**src/rtl/tt_fpga_pin_conditioner_if.sv**
```systemverilog
// Pad-side bundle of the pin conditioner: raw board inputs, user-project
// outputs, and the conditioned signals handed back to pads and project.
interface tt_fpga_pin_conditioner_if #(
   parameter int UI_WIDTH  = 8,
   parameter int UIO_WIDTH = 8
);
   logic                 btn_n_raw;
   logic [UI_WIDTH-1:0]  ui_raw;
   logic [UIO_WIDTH-1:0] uio_raw;
   logic [UIO_WIDTH-1:0] uio_out_in;
   logic [UIO_WIDTH-1:0] uio_oe_in;
   logic [UI_WIDTH-1:0]  ui_sync;
   logic [UIO_WIDTH-1:0] uio_sync;
   logic [UIO_WIDTH-1:0] uio_out_pad;
   logic [UIO_WIDTH-1:0] uio_oe_pad;
   logic                 user_rst_n;
   logic                 btn_event;

   modport master (
      output btn_n_raw, ui_raw, uio_raw, uio_out_in, uio_oe_in,
      input  ui_sync, uio_sync, uio_out_pad, uio_oe_pad, user_rst_n, btn_event
   );

   modport slave (
      input  btn_n_raw, ui_raw, uio_raw, uio_out_in, uio_oe_in,
      output ui_sync, uio_sync, uio_out_pad, uio_oe_pad, user_rst_n, btn_event
   );
endinterface

```
**src/rtl/tt_fpga_pin_conditioner.sv**
```systemverilog
// Board-side conditioner: input synchronisers, reset-button debouncer and a
// stretched, glitch-free user reset that also tristates the uio pads.
module tt_fpga_pin_conditioner #(
   parameter int UI_WIDTH        = 8,
   parameter int UIO_WIDTH       = 8,
   parameter int SYNC_STAGES     = 2,
   parameter int DEBOUNCE_CYCLES = 1024,
   parameter int POR_CYCLES      = 16
) (
   input  logic                         clk,
   input  logic                         rst_n,
   tt_fpga_pin_conditioner_if.slave     bus
);
   localparam int DB_W  = $clog2(DEBOUNCE_CYCLES + 1);
   localparam int POR_W = $clog2(POR_CYCLES + 1);
   localparam logic [DB_W-1:0]  DB_LAST  = DB_W'(DEBOUNCE_CYCLES - 1);
   localparam logic [POR_W-1:0] POR_LAST = POR_W'(POR_CYCLES - 1);

   typedef enum logic [1:0] {
      ST_HOLD    = 2'd0,
      ST_RUN     = 2'd1,
      ST_PRESSED = 2'd2
   } state_t;

   logic [SYNC_STAGES-1:0][UI_WIDTH-1:0]  r_ui_chain;
   logic [SYNC_STAGES-1:0][UIO_WIDTH-1:0] r_uio_chain;
   logic [SYNC_STAGES-1:0]                r_btn_chain;
   logic                                  w_btn_s;

   logic                                  r_btn_db;
   logic [DB_W-1:0]                       r_db_cnt;
   logic                                  r_btn_event;

   state_t                                r_state;
   state_t                                w_state_next;
   logic [POR_W-1:0]                      r_por_cnt;
   logic [POR_W-1:0]                      w_por_cnt_next;
   logic                                  r_user_rst_n;

   // Element 0 is the first flop; the button chain idles at "released".
   always_ff @(posedge clk or negedge rst_n) begin
      if (!rst_n) begin
         r_ui_chain  <= '0;
         r_uio_chain <= '0;
         r_btn_chain <= '1;
      end else begin
         r_ui_chain  <= {r_ui_chain[SYNC_STAGES-2:0], bus.ui_raw};
         r_uio_chain <= {r_uio_chain[SYNC_STAGES-2:0], bus.uio_raw};
         r_btn_chain <= {r_btn_chain[SYNC_STAGES-2:0], bus.btn_n_raw};
      end
   end

   assign w_btn_s = r_btn_chain[SYNC_STAGES-1];

   // Any sample matching the accepted level restarts the stability count.
   always_ff @(posedge clk or negedge rst_n) begin
      if (!rst_n) begin
         r_btn_db    <= 1'b1;
         r_db_cnt    <= '0;
         r_btn_event <= 1'b0;
      end else begin
         r_btn_event <= 1'b0;
         if (w_btn_s == r_btn_db) begin
            r_db_cnt <= '0;
         end else if (r_db_cnt == DB_LAST) begin
            r_btn_db    <= w_btn_s;
            r_db_cnt    <= '0;
            r_btn_event <= ~w_btn_s;
         end else begin
            r_db_cnt <= r_db_cnt + DB_W'(1);
         end
      end
   end

   always_comb begin
      w_state_next   = r_state;
      w_por_cnt_next = r_por_cnt;
      case (r_state)
         ST_HOLD: begin
            if (!r_btn_db) begin
               w_state_next   = ST_PRESSED;
               w_por_cnt_next = '0;
            end else if (r_por_cnt == POR_LAST) begin
               w_state_next = ST_RUN;
            end else begin
               w_por_cnt_next = r_por_cnt + POR_W'(1);
            end
         end
         ST_RUN: begin
            if (!r_btn_db) begin
               w_state_next = ST_PRESSED;
            end
         end
         ST_PRESSED: begin
            if (r_btn_db) begin
               w_state_next   = ST_HOLD;
               w_por_cnt_next = '0;
            end
         end
         default: begin
            w_state_next   = ST_HOLD;
            w_por_cnt_next = '0;
         end
      endcase
   end

   // Registering the decoded next state keeps user_rst_n free of decode glitches.
   always_ff @(posedge clk or negedge rst_n) begin
      if (!rst_n) begin
         r_state      <= ST_HOLD;
         r_por_cnt    <= '0;
         r_user_rst_n <= 1'b0;
      end else begin
         r_state      <= w_state_next;
         r_por_cnt    <= w_por_cnt_next;
         r_user_rst_n <= (w_state_next == ST_RUN);
      end
   end

   assign bus.ui_sync     = r_ui_chain[SYNC_STAGES-1];
   assign bus.uio_sync    = r_uio_chain[SYNC_STAGES-1];
   assign bus.uio_out_pad = bus.uio_out_in;
   assign bus.uio_oe_pad  = bus.uio_oe_in & {UIO_WIDTH{r_user_rst_n}};
   assign bus.user_rst_n  = r_user_rst_n;
   assign bus.btn_event   = r_btn_event;
endmodule

```
**src/flat_wrapper.sv**
```systemverilog
// flat-port wrapper written by rule: the top's interface ports become plain ports
module tt_fpga_pin_conditioner_flat 
#(
   parameter int UI_WIDTH        = 8,
   parameter int UIO_WIDTH       = 8,
   parameter int SYNC_STAGES     = 2,
   parameter int DEBOUNCE_CYCLES = 1024,
   parameter int POR_CYCLES      = 16
)
  (clk, rst_n, bus_btn_n_raw, bus_ui_raw, bus_uio_raw, bus_uio_out_in, bus_uio_oe_in, bus_ui_sync, bus_uio_sync, bus_uio_out_pad, bus_uio_oe_pad, bus_user_rst_n, bus_btn_event);
  tt_fpga_pin_conditioner_if #(.UI_WIDTH(UI_WIDTH), .UIO_WIDTH(UIO_WIDTH)) bus_i ();
  input  logic clk;
  input  logic rst_n;
  input wire logic [$bits(bus_i.btn_n_raw)-1:0] bus_btn_n_raw;
  input wire logic [$bits(bus_i.ui_raw)-1:0] bus_ui_raw;
  input wire logic [$bits(bus_i.uio_raw)-1:0] bus_uio_raw;
  input wire logic [$bits(bus_i.uio_out_in)-1:0] bus_uio_out_in;
  input wire logic [$bits(bus_i.uio_oe_in)-1:0] bus_uio_oe_in;
  output wire logic [$bits(bus_i.ui_sync)-1:0] bus_ui_sync;
  output wire logic [$bits(bus_i.uio_sync)-1:0] bus_uio_sync;
  output wire logic [$bits(bus_i.uio_out_pad)-1:0] bus_uio_out_pad;
  output wire logic [$bits(bus_i.uio_oe_pad)-1:0] bus_uio_oe_pad;
  output wire logic [$bits(bus_i.user_rst_n)-1:0] bus_user_rst_n;
  output wire logic [$bits(bus_i.btn_event)-1:0] bus_btn_event;
  assign bus_i.btn_n_raw = bus_btn_n_raw;
  assign bus_i.ui_raw = bus_ui_raw;
  assign bus_i.uio_raw = bus_uio_raw;
  assign bus_i.uio_out_in = bus_uio_out_in;
  assign bus_i.uio_oe_in = bus_uio_oe_in;
  assign bus_ui_sync = bus_i.ui_sync;
  assign bus_uio_sync = bus_i.uio_sync;
  assign bus_uio_out_pad = bus_i.uio_out_pad;
  assign bus_uio_oe_pad = bus_i.uio_oe_pad;
  assign bus_user_rst_n = bus_i.user_rst_n;
  assign bus_btn_event = bus_i.btn_event;
  tt_fpga_pin_conditioner #(.UI_WIDTH(UI_WIDTH), .UIO_WIDTH(UIO_WIDTH), .SYNC_STAGES(SYNC_STAGES), .DEBOUNCE_CYCLES(DEBOUNCE_CYCLES), .POR_CYCLES(POR_CYCLES)) u_core (.clk(clk), .rst_n(rst_n), .bus(bus_i));
endmodule
```
**config.mk**
```make
export PLATFORM = sky130hd
export DESIGN_NAME = tt_fpga_pin_conditioner_flat
export DESIGN_NICKNAME = d
export VERILOG_FILES = /design/src/rtl/tt_fpga_pin_conditioner_if.sv /design/src/rtl/tt_fpga_pin_conditioner.sv /design/src/flat_wrapper.sv
export SDC_FILE = /design/constraint.sdc
export NUM_CORES = 1
export LEC_CHECK = 0
export BUFFER_PORTS_ARGS = -buffer_cell sky130_fd_sc_hd__buf_2
export CELL_PAD_IN_SITES_DETAIL_PLACEMENT = 0
export CELL_PAD_IN_SITES_GLOBAL_PLACEMENT = 1
export CORE_AREA = 2 2 77 79
export DETAILED_ROUTE_END_ITERATION = 12
export DIE_AREA = 0 0 79 81
export HOLD_SLACK_MARGIN = 0.06
export PLACE_DENSITY = 0.88
export SLEW_MARGIN = 10
export SYNTH_ARGS = -nofsm -noshare
export SYNTH_HDL_FRONTEND = slang
export SYNTH_SLANG_ARGS = --single-unit
```
**constraint.sdc**
```tcl
create_clock -name clk -period 2.4 [get_ports clk]
set_input_delay 0.48 -clock clk [delete_from_list [all_inputs] [get_ports clk]]
set_output_delay 0.48 -clock clk [all_outputs]
set_load 0.05 [all_outputs]
```
==> results of run 1 <==
## area by class of cell
| type | count | area (um2) |
|---|---|---|
| well taps | 75 | 93.8 |
| inverters | 7 | 26.3 |
| clock buffers | 5 | 68.8 |
| fillers | 545 | 3250 |
| multi-input cells | 74 | 529 |
| clock inverters | 3 | 47.5 |
| repair buffers | 54 | 275 |
| flip-flops and latches | 55 | 1380 |
## worst paths after layout
| check | from | endpoint | slack [ns] | depth (start not counted) |
|---|---|---|---|---|
| worst max-delay path | u_core.r_por_cnt[0] | u_core.r_por_cnt[3] | 0.56 | 6 |
| worst min-delay path | bus_btn_n_raw | u_core.r_btn_chain[0] | 0.27 | 1 |
| worst max register to register | u_core.r_por_cnt[0] | u_core.r_por_cnt[3] | 0.56 | 6 |
| worst min register to register | u_core.r_uio_chain[7] | u_core.bus.uio_sync[7] | 0.35 | 0 |
| max in group asynchronous | rst_n | u_core.r_uio_chain[7] | 1.69 | 2 |
| min in group asynchronous | rst_n | u_core.r_por_cnt[2] | 0.28 | 2 |
## worst max-delay path, cell delays in order (launching register included)
cell and delay [ns]:
dfrtp_1 0.43, ha_1 0.24, and3_1 0.17, ha_1 0.26
nand4b_1 0.22, o2bb2a_1 0.30, o32ai_1 0.12
## power by group through the flow
stage / Combinational (W) / Sequential (W) / Clock (W)
floorplan: 0.000118 / 0.000988 / 0
global placement: 0.000117 / 0.000990 / 0
detailed placement: 0.000118 / 0.000991 / 0
CTS: 0.000118 / 0.000973 / 0.000633
global route: 0.000126 / 0.000976 / 0.000673
finish: 0.000115 / 0.000973 / 0.000606
## layout by cell type, fill, tap and decap left out, drive strengths merged, types with 3 or more instances in the layout
cell / Yosys / final
nor2: 6 / 6
or3: 3 / 3
inv: 7 / 8
nand3: 4 / 4
and2: 8 / 8
o21ai: 3 / 3
xor2: 3 / 3
dfrtp: 52 / 52
clkbuf: 1 / 5
dfstp: 3 / 3
buf: 25 / 54
o2bb2ai: 3 / 3
ha: 3 / 3
or4: 3 / 3
a21oi: 9 / 9
## metrics by stage
stage | total power (W) | setup slack [ns]
after floorplan | 0.00111 | 0.709
after global placement | 0.00111 | 0.633
after detailed placement | 0.00111 | 0.566
after CTS | 0.00172 | 0.547
after global routing | 0.00178 | 0.390
final | 0.00169 | 0.557
## routing by layer
layer	up-vias	track usage, %	routed length (um)
li1	603	-	-
met4	0	6.38	46
met5	-	0	0
met3	4	3.56	255
met2	41	18.8	1480
met1	595	12.0	1370
## cells by family (layout without fill, tap and decap cells)
| group | count (synthesis) | in the layout | share of synthesized area, % |
|---|---|---|---|
| adder cells (fa/ha/maj) | 3 | 3 | 1.77 |
| flip-flops | 55 | 55 | 65.0 |
| XOR/XNOR | 5 | 5 | 2.06 |
| AND/OR/NAND/NOR | 37 | 37 | 11.1 |
| buffers and inverters | 33 | 69 | 10.1 |
| multiplexers | 1 | 1 | 0.707 |
| AO/OA/AOI/OAI | 28 | 28 | 9.25 |
## registers in the layout (all words and copies together), names as in the netlist
signal / count
u_core.r_btn_db: 1
u_core.r_btn_chain: 2
u_core.r_db_cnt: 11
u_core.bus.uio_sync: 8
u_core.r_por_cnt: 5
u_core.bus.user_rst_n: 1
u_core.r_ui_chain: 8
u_core.bus.ui_sync: 8
u_core.r_uio_chain: 8
u_core.bus.btn_event: 1
u_core.r_state: 2
## Yosys cell counts (all sizes together)
| cell | number |
|---|---|
| clkbuf | 1 |
| nand4 | 2 |
| or4 | 3 |
| or3 | 3 |
| ha | 3 |
| nor2b | 2 |
| dfrtp | 52 |
| inv | 7 |
| o41ai | 1 |
| buf | 25 |
| o21ai | 3 |
| nand3 | 4 |
| o2bb2ai | 3 |
| nand2b | 1 |
| xnor2 | 2 |
| a22oi | 2 |
| mux2 | 1 |
| nand2 | 2 |
| and3 | 2 |
| o32ai | 2 |
| xor2 | 3 |
| dfstp | 3 |
| or3b | 1 |
| a21oi | 9 |
| o21a | 2 |
| o311a | 1 |
| o31ai | 2 |
| o2bb2a | 1 |
| nor2 | 6 |
| a32oi | 2 |
| and2 | 8 |
| nor3b | 2 |
| nand4b | 1 |
==> qor.csv, run 1 <==
stage,metric,value,unit
clocking,clock-sinks,55,
critical_path,crit_arrival,2.05,ns
grt,antenna_found_initial,0,
finish,diodes,0,
worst_hold_path,min_path_type,input pin to flip-flop,
synth,synth_top_cell_area_share,61.2,%
finish,final_cells,273,
drt,remaining_drc_errors,0,
pwr,max-vdd-ir-drop,0.537,mV
flow_run,cap_viol_max_count,0,
timing,post-route-period-util,76.8,%
timing,period_minus_slack,1.84,ns
die,coreArea,5680,um2
drt,vias,1243,
grt,grt_start_max_net_pins,56,
grt,gr-total-overflow,0,
pwr,seq_power_share,57.4,%
synth,yosys_warnings,0,
drt,wl,3.15,mm
drt,drtPass1Iterations,4,
die,start_util,37.4,%
finish,area_growth,14.0,%
status,status,"complete, no violations",
synth,synthTopCellsByArea,"dfrtp_1 (61%), buf_4 (8.5%), dfstp_2 (3.7%)",
timing,setup_viol,0,
pwr,p_sw_share,22.8,%
synth,ys_ff_latch,55,
synth,yosys.area.top_type,dfrtp_1,
finish,layout-drive-gt1-share,36.9,%
die,die_width,79,um
critical_path,cp-start-kind,flip-flop,
drt,ant_nets,0,
timing,worstMarginPinSlew,0.644,ns
synth,ys_types,37,
pwr,power.density,700,nW/um2
drt,wl_per_cell,11.6,um
grt,grtUsageTotal,11.0,%
clocking,root_buffer,clkbuf_8,
clocking,cts_hold_buf,0,
timing,skew,0.00668,ns
clocking,postCtsSetupRepairBufs,0,
timing,fmax,543,MHz
clocking,numCtsBuffers,5,
pwr,switchingPower,0.000386,W
die,ios,69,
clocking,cts_resized,0,
synth,synth_area_per_cell,13.1,um2
synth,syn_inst,162,
timing,setup_tns,0,ns
drt,drtIter0Drc,61,
drt,avgViaCountPerCell,4.55,
finish,final_util,42.7,%
grt,first_global_vias,1233,
timing,maxSlewHeadroom,57.1,%
clocking,clk_pin_slew,0.09,ns
die,dieArea,6400,um2
synth,syn_area,2120,um2
pwr,clkPwrFrac,35.8,%
clocking,clkLatencyLatePin,0.30,ns
synth,seq_area_frac_synth,65.0,%
clocking,cts_tree,built,
timing,timing.final.max_slew_violations,0,
critical_path,crit_fanout,8,
pwr,power.leakage,1.14,nW
grt,grt_pass1_wl,5.42,mm
placement,dp.cells,265,
critical_path,worst_setup_path_end_kind,flip-flop,
synth,synthesis.nets,200,
pwr,p_comb_share,6.8,%
placement,dp_hpwl,2.24,mm
timing,rsz0062_at_grt,false,
finish,fin_nets,235,
timing,hold_viol,0,
clocking,cts.path.max_buffers,2,
placement,gp_congestion,0.742,
placement,port_buffers,52,
clocking,cts-htree-levels,2,
die,die_y,81,um
die,rows,28,
placement,postPlaceCellArea,2300,um2
critical_path,critPathRequiredTime,2.61,ns
critical_path,worstSetupPathType,flip-flop to flip-flop,
timing,hold_slack,0.271,ns
pwr,internal_power,0.00131,W
finish,stdcell_area,2420,um2
No activity file was read; power rests on OpenSTA's default activity.
==> inputs of run 2 (changes only) <==
--- a/config.mk
+++ b/config.mk
@@ -5,12 +5,13 @@
 export SDC_FILE = /design/constraint.sdc
 export NUM_CORES = 1
 export LEC_CHECK = 0
+export ABC_AREA = 1
 export BUFFER_PORTS_ARGS = -buffer_cell sky130_fd_sc_hd__buf_2
 export CELL_PAD_IN_SITES_DETAIL_PLACEMENT = 0
 export CELL_PAD_IN_SITES_GLOBAL_PLACEMENT = 1
-export CORE_AREA = 2 2 77 79
+export CORE_AREA = 2 2 79 81
 export DETAILED_ROUTE_END_ITERATION = 12
-export DIE_AREA = 0 0 79 81
+export DIE_AREA = 0 0 81 83
 export HOLD_SLACK_MARGIN = 0.06
 export PLACE_DENSITY = 0.88
 export SLEW_MARGIN = 10
==> constraint.sdc (replaced) <==
create_clock -name clk -period 1.8 [get_ports clk]
set_input_delay 0.36 -clock clk [delete_from_list [all_inputs] [get_ports clk]]
set_output_delay 0.36 -clock clk [all_outputs]
set_load 0.05 [all_outputs]
==> run 2 against run 1 <==
  * Clock power up 10%
  * Clock skew down 0.0017 ns
  * Power is 26% higher
  * Routed wire length up 5.0%
  * Critical path type unchanged
  * Highest routed layer unchanged
==> qor.csv, run 2 <==
stage,metric,value,unit
finish,fin_nets,276,
grt,grtUsageTotal,10.7,%
timing,timing.final.max_slew_violations,0,
clocking,cts.path.max_buffers,2,
grt,grt_pass1_wl,5.68,mm
finish,final_util,42.2,%
placement,gp_congestion,0.753,
die,rows,28,
clocking,clkLatencyLatePin,0.30,ns
drt,vias,1347,
finish,largest_reg_flops,11,
synth,synth-edff-count,0,
pwr,total_power,0.00213,W
clocking,cts_tree,built,
clocking,numCtsBuffers,5,
drt,avgViaCountPerCell,4.29,
synth,async_flop_share,100,%
placement,postPlaceCellArea,2350,um2
synth,yosys.area.top_type,dfrtp_1,
synth,ys_types,23,
die,ios,69,
timing,rsz0062_at_grt,false,
die,die_y,83,um
synth,seq_area_frac_synth,64.0,%
synth,ys_ff_latch,55,
synth,synthesis.nets,239,
die,die_width,81,um
timing,hold_slack,0.146,ns
drt,wl_per_cell,10.5,um
die,coreArea,5820,um2
critical_path,cpMostUsedCell,nand2_1,
grt,gr-total-overflow,0,
flow_run,cap_viol_max_count,0,
status,status,"complete, no violations",
synth,syn_inst,201,
critical_path,cp_num_cells,10,
critical_path,max_stage_delay,0.42,ns
grt,grt_start_max_net_pins,28,
finish,layout_common_cells,"buf_2 (52), dfrtp_1 (52), nand2_1 (33)",
critical_path,reg2reg_depth,10,
worst_hold_path,holdPathStages,1,
drt,remaining_drc_errors,0,
timing,period_minus_slack,1.61,ns
timing,setup_viol,0,
critical_path,crit_fanout,8,
clocking,cts-htree-levels,2,
finish,diodes,0,
pwr,power.density,867,nW/um2
timing,worstMarginPinSlew,0.559,ns
drt,drtIter0Drc,71,
timing,fmax,622,MHz
clocking,clk_pin_slew,0.10,ns
clocking,cts_resized,0,
die,dieArea,6720,um2
clocking,postCtsSetupRepairBufs,0,
worst_hold_path,min_path_type,input pin to flip-flop,
synth,synth_top_cell_area_share,60.3,%
die,start_util,37.1,%
timing,maxSlewHeadroom,62.7,%
finish,area_growth,13.7,%
critical_path,cpLargestDelayFamily,simple AND/OR/NAND/NOR gates,
critical_path,worstSetupPathType,flip-flop to flip-flop,
critical_path,critPathRequiredTime,2.00,ns
synth,synthTopCellsByArea,"dfrtp_1 (60%), buf_4 (8.4%), nand2_1 (5.7%)",
critical_path,worst_setup_path_end_kind,flip-flop,
grt,first_global_vias,1311,
pwr,max-vdd-ir-drop,0.670,mV
timing,post-route-period-util,89.3,%
synth,yosysMostFrequentCell,dfrtp_1,
critical_path,cp-start-kind,flip-flop,
timing,setup_tns,0,ns
clocking,root_buffer,clkbuf_8,
synth,synth_area_per_cell,10.7,um2
synth,synth_ff_type,dfrtp_1,
finish,regMostFlops,u_core.r_db_cnt,
timing,skew,0.00495,ns
placement,dp_hpwl,2.46,mm
clocking,cts_hold_buf,1,
drt,ant_nets,0,
clocking,clock-sinks,55,
finish,layout-drive-gt1-share,31.4,%
placement,port_buffers,52,
drt,wl,3.31,mm
critical_path,cp_slowest_cell,dfrtp_1,
pwr,power.leakage,1.25,nW
critical_path,crit_arrival,1.81,ns
grt,antenna_found_initial,0,
critical_path,path_cells,"ha_1, nand2_1, nor2_1, ha_1, nand2_1, nand2_1, nand2_1, nand3_1, nand2_1, nor2_1",
synth,synth_common_cells,"dfrtp_1 (52), nand2_1 (33), buf_4 (24), nor2_1 (24), inv_1 (21)",
finish,stdcell_area,2450,um2
drt,drtPass1Iterations,4,
critical_path,worst-path-buf-inv,0,
synth,yosys_warnings,0,
timing,hold_viol,0,
synth,syn_area,2160,um2
[run 2: cell type report]
class / count / area [um2]
fillers: 565 / 3360
flip-flops and latches: 55 / 1380
multi-input cells: 97 / 503
repair buffers: 55 / 298
well taps: 75 / 93.8
inverters: 24 / 90.1
clock buffers: 5 / 68.8
clock inverters: 3 / 18.8
[run 2: final timing paths]
kind,start,endpoint,slack [ns]
min,bus_btn_n_raw,u_core.r_btn_chain[0],0.15
max in group asynchronous,rst_n,u_core.r_state[1],0.70
min reg2reg,u_core.r_uio_chain[7],u_core.bus.uio_sync[7],0.35
max,u_core.r_por_cnt[0],u_core.r_por_cnt[3],0.19
min in group asynchronous,rst_n,u_core.r_ui_chain[3],0.57
max reg2reg,u_core.r_por_cnt[0],u_core.r_por_cnt[3],0.19
[run 2: kinds of logic (layout without fill, tap and decap cells)]
| logic type | after synthesis | in the layout | synth area share, % |
|---|---|---|---|
| AND/OR/NAND/NOR | 76 | 76 | 16.0 |
| adder cells (fa/ha/maj) | 3 | 3 | 1.74 |
| XOR/XNOR | 4 | 4 | 1.97 |
| flip-flops | 55 | 55 | 64.0 |
| buffers and inverters | 49 | 87 | 12.7 |
| AO/OA/AOI/OAI | 14 | 14 | 3.65 |
[run 2: metrics by stage]
stage / instances / worst slack, ns
after floorplan: 201 / 0.182
after global placement: 305 / 0.285
after detailed placement: 305 / 0.210
after CTS: 314 / 0.196
after global routing: 314 / 0.0146
final: 314 / 0.193
[run 2: per-layer routing]
layer	wire length [um]	vias up	track usage, %
met1	1400	645	12.5
met3	189	6	4.13
met5	0	-	0
li1	-	669	-
met2	1690	27	17.8
met4	36	0	3.54
[run 2: power by group]
part | total, W | switching, W | internal (W)
Clock | 0.000668 | 0.000393 | 0.000275
Combinational | 0.000163 | 0.000116 | 0.0000471
Sequential | 0.00130 | 0.0000157 | 0.00128
